===== src/rtl/pwm_duty_ramp_if.sv =====
// Target-duty handshake and ramp outputs between a controller and pwm_duty_ramp.
// The ramp block takes the slave side.
interface pwm_duty_ramp_if #(
  parameter int R     = 8,
  parameter int TIMER = 16
);
  logic             en;
  logic [R:0]       target_duty;
  logic             target_valid;
  logic             target_ready;
  logic [R:0]       step_size;
  logic [TIMER-1:0] update_period;
  logic [R:0]       duty;
  logic             busy;
  logic             done;

  modport master (
    output en, target_duty, target_valid, step_size, update_period,
    input  target_ready, duty, busy, done
  );

  modport slave (
    input  en, target_duty, target_valid, step_size, update_period,
    output target_ready, duty, busy, done
  );
endinterface


===== src/rtl/pwm_duty_ramp.sv =====
// Soft-start slew limiter that walks the PWM duty toward an accepted target
// in bounded steps, one step per programmable update interval.
//
//   state | meaning
//   IDLE  | duty held; a target may be accepted while en is high
//   RAMP  | stepping duty toward tgt on each interval tick
module pwm_duty_ramp #(
  parameter int R     = 8,
  parameter int TIMER = 16
) (
  input logic           clk,
  input logic           reset_n,
  pwm_duty_ramp_if.slave bus
);
  typedef enum logic {IDLE, RAMP} state_t;

  localparam logic [R:0] FULL_SCALE = {1'b1, {R{1'b0}}};

  state_t           state_q, state_d;
  logic [R:0]       duty_q, duty_d;
  logic [R:0]       tgt_q, tgt_d;
  logic [R:0]       stp_q, stp_d;
  logic [TIMER-1:0] cnt_q, cnt_d;
  logic [TIMER-1:0] period_q, period_d;
  logic             busy_q, busy_d;
  logic             done_q, done_d;
  logic [R:0]       gap;
  logic [R:0]       stepped;

  always_ff @(posedge clk or negedge reset_n) begin
    if (!reset_n) begin
      state_q  <= IDLE;
      duty_q   <= '0;
      tgt_q    <= '0;
      stp_q    <= '0;
      cnt_q    <= '0;
      period_q <= '0;
      busy_q   <= 1'b0;
      done_q   <= 1'b0;
    end else begin
      state_q  <= state_d;
      duty_q   <= duty_d;
      tgt_q    <= tgt_d;
      stp_q    <= stp_d;
      cnt_q    <= cnt_d;
      period_q <= period_d;
      busy_q   <= busy_d;
      done_q   <= done_d;
    end
  end

  always_comb begin
    state_d  = state_q;
    duty_d   = duty_q;
    tgt_d    = tgt_q;
    stp_d    = stp_q;
    cnt_d    = cnt_q;
    period_d = period_q;
    busy_d   = busy_q;
    done_d   = 1'b0;

    // Clamp to tgt when within one step so the output never overshoots.
    gap = (duty_q < tgt_q) ? (tgt_q - duty_q) : (duty_q - tgt_q);
    if (gap <= stp_q) begin
      stepped = tgt_q;
    end else if (duty_q < tgt_q) begin
      stepped = duty_q + stp_q;
    end else begin
      stepped = duty_q - stp_q;
    end

    if (!bus.en) begin
      state_d = IDLE;
      busy_d  = 1'b0;
      cnt_d   = '0;
    end else begin
      case (state_q)
        IDLE: begin
          if (bus.target_valid) begin
            tgt_d    = (bus.target_duty > FULL_SCALE) ? FULL_SCALE : bus.target_duty;
            stp_d    = (bus.step_size == '0) ? (R+1)'(1) : bus.step_size;
            cnt_d    = bus.update_period;
            period_d = bus.update_period;
            busy_d   = 1'b1;
            state_d  = RAMP;
          end
        end
        RAMP: begin
          if (duty_q == tgt_q) begin
            done_d  = 1'b1;
            busy_d  = 1'b0;
            state_d = IDLE;
          end else if (cnt_q != '0) begin
            cnt_d = cnt_q - TIMER'(1);
          end else begin
            cnt_d  = period_q;
            duty_d = stepped;
            if (stepped == tgt_q) begin
              done_d  = 1'b1;
              busy_d  = 1'b0;
              state_d = IDLE;
            end
          end
        end
        default: state_d = IDLE;
      endcase
    end
  end

  assign bus.target_ready = reset_n && bus.en && (state_q == IDLE);
  assign bus.duty         = duty_q;
  assign bus.busy         = busy_q;
  assign bus.done         = done_q;
endmodule


===== src/flat_wrapper.sv =====
// flat-port wrapper written by rule: the top's interface ports become plain ports
module pwm_duty_ramp_flat 
#(
  parameter int R     = 8,
  parameter int TIMER = 16
)
  (clk, reset_n, bus_en, bus_target_duty, bus_target_valid, bus_step_size, bus_update_period, bus_target_ready, bus_duty, bus_busy, bus_done);
  pwm_duty_ramp_if #(.R(R), .TIMER(TIMER)) bus_i ();
  input logic clk;
  input logic reset_n;
  input wire logic [$bits(bus_i.en)-1:0] bus_en;
  input wire logic [$bits(bus_i.target_duty)-1:0] bus_target_duty;
  input wire logic [$bits(bus_i.target_valid)-1:0] bus_target_valid;
  input wire logic [$bits(bus_i.step_size)-1:0] bus_step_size;
  input wire logic [$bits(bus_i.update_period)-1:0] bus_update_period;
  output wire logic [$bits(bus_i.target_ready)-1:0] bus_target_ready;
  output wire logic [$bits(bus_i.duty)-1:0] bus_duty;
  output wire logic [$bits(bus_i.busy)-1:0] bus_busy;
  output wire logic [$bits(bus_i.done)-1:0] bus_done;
  assign bus_i.en = bus_en;
  assign bus_i.target_duty = bus_target_duty;
  assign bus_i.target_valid = bus_target_valid;
  assign bus_i.step_size = bus_step_size;
  assign bus_i.update_period = bus_update_period;
  assign bus_target_ready = bus_i.target_ready;
  assign bus_duty = bus_i.duty;
  assign bus_busy = bus_i.busy;
  assign bus_done = bus_i.done;
  pwm_duty_ramp #(.R(R), .TIMER(TIMER)) u_core (.clk(clk), .reset_n(reset_n), .bus(bus_i));
endmodule

===== config.mk =====
export PLATFORM = sky130hd
export DESIGN_NAME = pwm_duty_ramp_flat
export DESIGN_NICKNAME = d
export VERILOG_FILES = /design/src/rtl/pwm_duty_ramp_if.sv /design/src/rtl/pwm_duty_ramp.sv /design/src/flat_wrapper.sv
export SDC_FILE = /design/constraint.sdc
export NUM_CORES = 1
export LEC_CHECK = 0
export BUFFER_PORTS_ARGS = -buffer_cell sky130_fd_sc_hd__buf_2
export CAP_MARGIN = 25
export CORE_MARGIN = 5
export CORE_UTILIZATION = 45
export CTS_CLUSTER_SIZE = 20
export DETAILED_ROUTE_END_ITERATION = 16
export MAX_ROUTING_LAYER = met4
export PLACE_DENSITY = 0.66
export SLEW_MARGIN = 20
export SYNTH_ARGS = -nofsm -noshare
export SYNTH_HDL_FRONTEND = slang
export SYNTH_SLANG_ARGS = --single-unit

===== constraint.sdc =====
create_clock -name clk -period 4.1 [get_ports clk]
set_input_delay 1.23 -clock clk [delete_from_list [all_inputs] [get_ports clk]]
set_output_delay 1.23 -clock clk [all_outputs]
set_load 0.05 [all_outputs]

==> results.tsv <==
metric	value	unit
clock_latency	0.35	ns
power_density	867.6	nW/um^2
drive_gt1_frac	0.2977	
arrival	4.32	ns
min_to	u_core.period_q[5]	
first_pass_iters	5	
synth-seq-cells	62	
reg2reg_from	u_core.bus.duty[4]	
final-max-slew-violation-count	0	
required	4.30	ns
synth_area_leaders	dfrtp_1, ha_1, mux2_2, xnor2_1, mux2i_1	
path_common_cell	o221ai_2	
cts_max_level	3	
via_count	4069	
reg2reg_slack	-0.02	ns
first_iter_violations	164	
tritoncts	built	
period_share	1.005	
timing.hold.ws	0.5084	ns
io_pins	50	
hold_depth	1	
drc	0	
min_period	4.122	ns
grt_pass1_wl	19520	um
cp_slowest_cell	dfrtp_2	
syn_area	4777	um^2
crit_path_max_fanout	8	
status	finished with violations	
n_antenna_cell	0	
syn-num-nets	604	
p_comb_frac	0.710	
critical_path_class	reg2reg	
synth_edf_count	0	
grt.total_usage	0.1941	
finalNetCount	681	
synthToLayoutAreaGrowth	22.32	%
fmax	242.6	MHz
ir_drop	0.0004612	V
synth_most_common_cell	dfrtp_1	
filler_cell_count	927	
max_cap_viol_count	0	
slowest_delay	0.44	ns
p_sw	2.294	mW
grt.overflow.total	0	
r2r-end	u_core.bus.duty[3]	
synth_cell_types	62	
min_from	u_core.period_q[5]	
yosysTopAreaCell	dfrtp_1	
timing.critical_path.from	u_core.bus.duty[4]	
cts_inserted_buffers	9	
r2r_cells	19	
swShare	0.4526	
fp-row-count	37	
hold_viol	0	
p_clk_frac	0.125	
path_clk_slew	0.08	ns
die_h	113.0	um
root_buffer	clkbuf_8	
grt_max_degree	63	
synth-async-reset-ratio	1.000	
tightest_slew	1.018	ns
drtAntennaViolNets	0	
routabilityCongestion	0.9293	
worst_clock_skew	0.008275	ns
cts_max_path_buffers	2	
clock_sinks	62	
crit_family	compound AO/OA/AOI/OAI gates	
seq_area_frac_synth	0.3248	
crit_path_end_kind	flop	
place_ws	-0.04388	ns
rsz0062_at_grt	true	
worst_slack	-0.02185	ns
detail_route.wl_per_cell	15.97	um
ys.flop_type	dfrtp_1	
wl	11880	um
numPortBuffers	49	
holdCritPathClass	reg2reg	
critPathBufInv	2	
start_util	0.4627	
path_cells	inv_2 -> ha_4 -> a21oi_2 -> nand2_1 -> a41o_1 -> a21o_1 -> mux2_4 -> a221oi_4 -> o211a_1 -> o221ai_2 -> xor2_1 -> ha_1 -> a22o_1 -> nor4_2 -> o221ai_2 -> o221ai_4 -> buf_6 -> mux2i_1 -> o21ai_0	
synth_warnings	0	
antenna_found_initial	0	
synth_top_area_frac	0.3248	
dpl.hpwl	8866	um
grt_pass1_vias	4041	
worstSetupStartpointType	flop	
die-area	12780	um^2
synthCells	526	
die_w	113.0	um
internal_power	2.775	mW
power	5.069	mW
p_leak	2.661	nW
setup_viol_count_final	2	
violations	setup timing	
slew_headroom	0.3195	
seqPwrFrac	0.165	
syn_avg_cell_area	9.082	um^2
viasPerCell	5.469	
coreArea	10320	um^2
synth_common_cells	dfrtp_1, nor2_1, nand2_1	
[timing repair]
item,CTS,global route
buffers inserted,2,4
pin swaps,1,7
endpoints found under the hold margin,0,0
resized for setup,3,34
hold buffers,0,0
setup endpoints to repair,8,12
[registers in the layout, indices dropped and copies added, names as in the netlist]
signal           count
u_core.state_q       1
u_core.stp_q         9
u_core.tgt_q         9
u_core.period_q     16
u_core.bus.done      1
u_core.bus.duty      9
u_core.cnt_q        16
u_core.bus.busy      1
[routing by layer]
| metal | GRT usage | up-vias | wire length [um] |
|---|---|---|---|
| met2 | 0.3254 | 87 | 5957 |
| met3 | 0.03155 | 22 | 462 |
| met1 | 0.2358 | 1942 | 5222 |
| li1 | - | 2018 | - |
| met4 | 0.07131 | 0 | 237 |
| met5 | - | - | 0 |
[power by group through the flow]
stage	clock, mW	sequential (mW)	combinational (mW)
after global placement	0	0.844	2.98
after CTS	0.647	0.838	3.19
after floorplan	0	0.919	2.20
after detailed placement	0	0.850	3.02
after global routing	0.677	0.857	3.91
final	0.632	0.838	3.60
[layout by cell type, fill, tap and decap left out, types with 24 or more instances in the layout]
cell type and instances:
nor2_1 51, buf_2 49, dfrtp_1 53, inv_1 29, nand2_1 44, xnor2_1 25
a21oi_1 24, ha_1 32, buf_4 33, mux2_2 27
[cells by family after synthesis]
family / count (synthesis) / synth area share
compound gates: 118 / 0.1648
xor+xnor: 42 / 0.07989
flops: 62 / 0.3248
mux: 49 / 0.1108
buf+inv: 53 / 0.04348
simple gates: 162 / 0.1668
fa+ha+maj: 40 / 0.1095
[stage by stage]
stage | TNS, ns | util | instance area, um^2 | cells
3_5_place_dp | -0.09897 | 0.5232 | 5401 | 722
4_1_cts | -0.07385 | 0.5496 | 5674 | 740
6_report | -0.02477 | 0.5660 | 5843 | 744
2_1_floorplan | -0.2762 | - | 4845 | 526
5_1_grt | -1.730 | 0.5660 | 5843 | 744
3_3_place_gp | 0 | 0.5232 | 5401 | 722
[area by class of cell]
type	instances	area (um^2)	share of cell area
well taps	136	170.2	0.02912
multi-input cells	411	3207	0.5488
clock inverters	6	93.84	0.01606
clock buffers	10	137.6	0.02355
inverters	32	122.6	0.02099
repair buffers	87	549.3	0.09400
flip-flops and latches	62	1563	0.2675
[worst max path at each step]
stage                         endpoint  slack [ns]  cells past startpoint
floorplan           u_core.bus.duty[7]       -0.07                     21
global route        u_core.bus.duty[5]       -0.20                     20
detailed placement  u_core.bus.duty[3]       -0.04                     18
global placement       u_core.bus.done        0.06                     18
finish              u_core.bus.duty[3]       -0.02                     19
CTS                    u_core.bus.done       -0.02                     18
No activity file was read; power rests on OpenSTA's default activity.
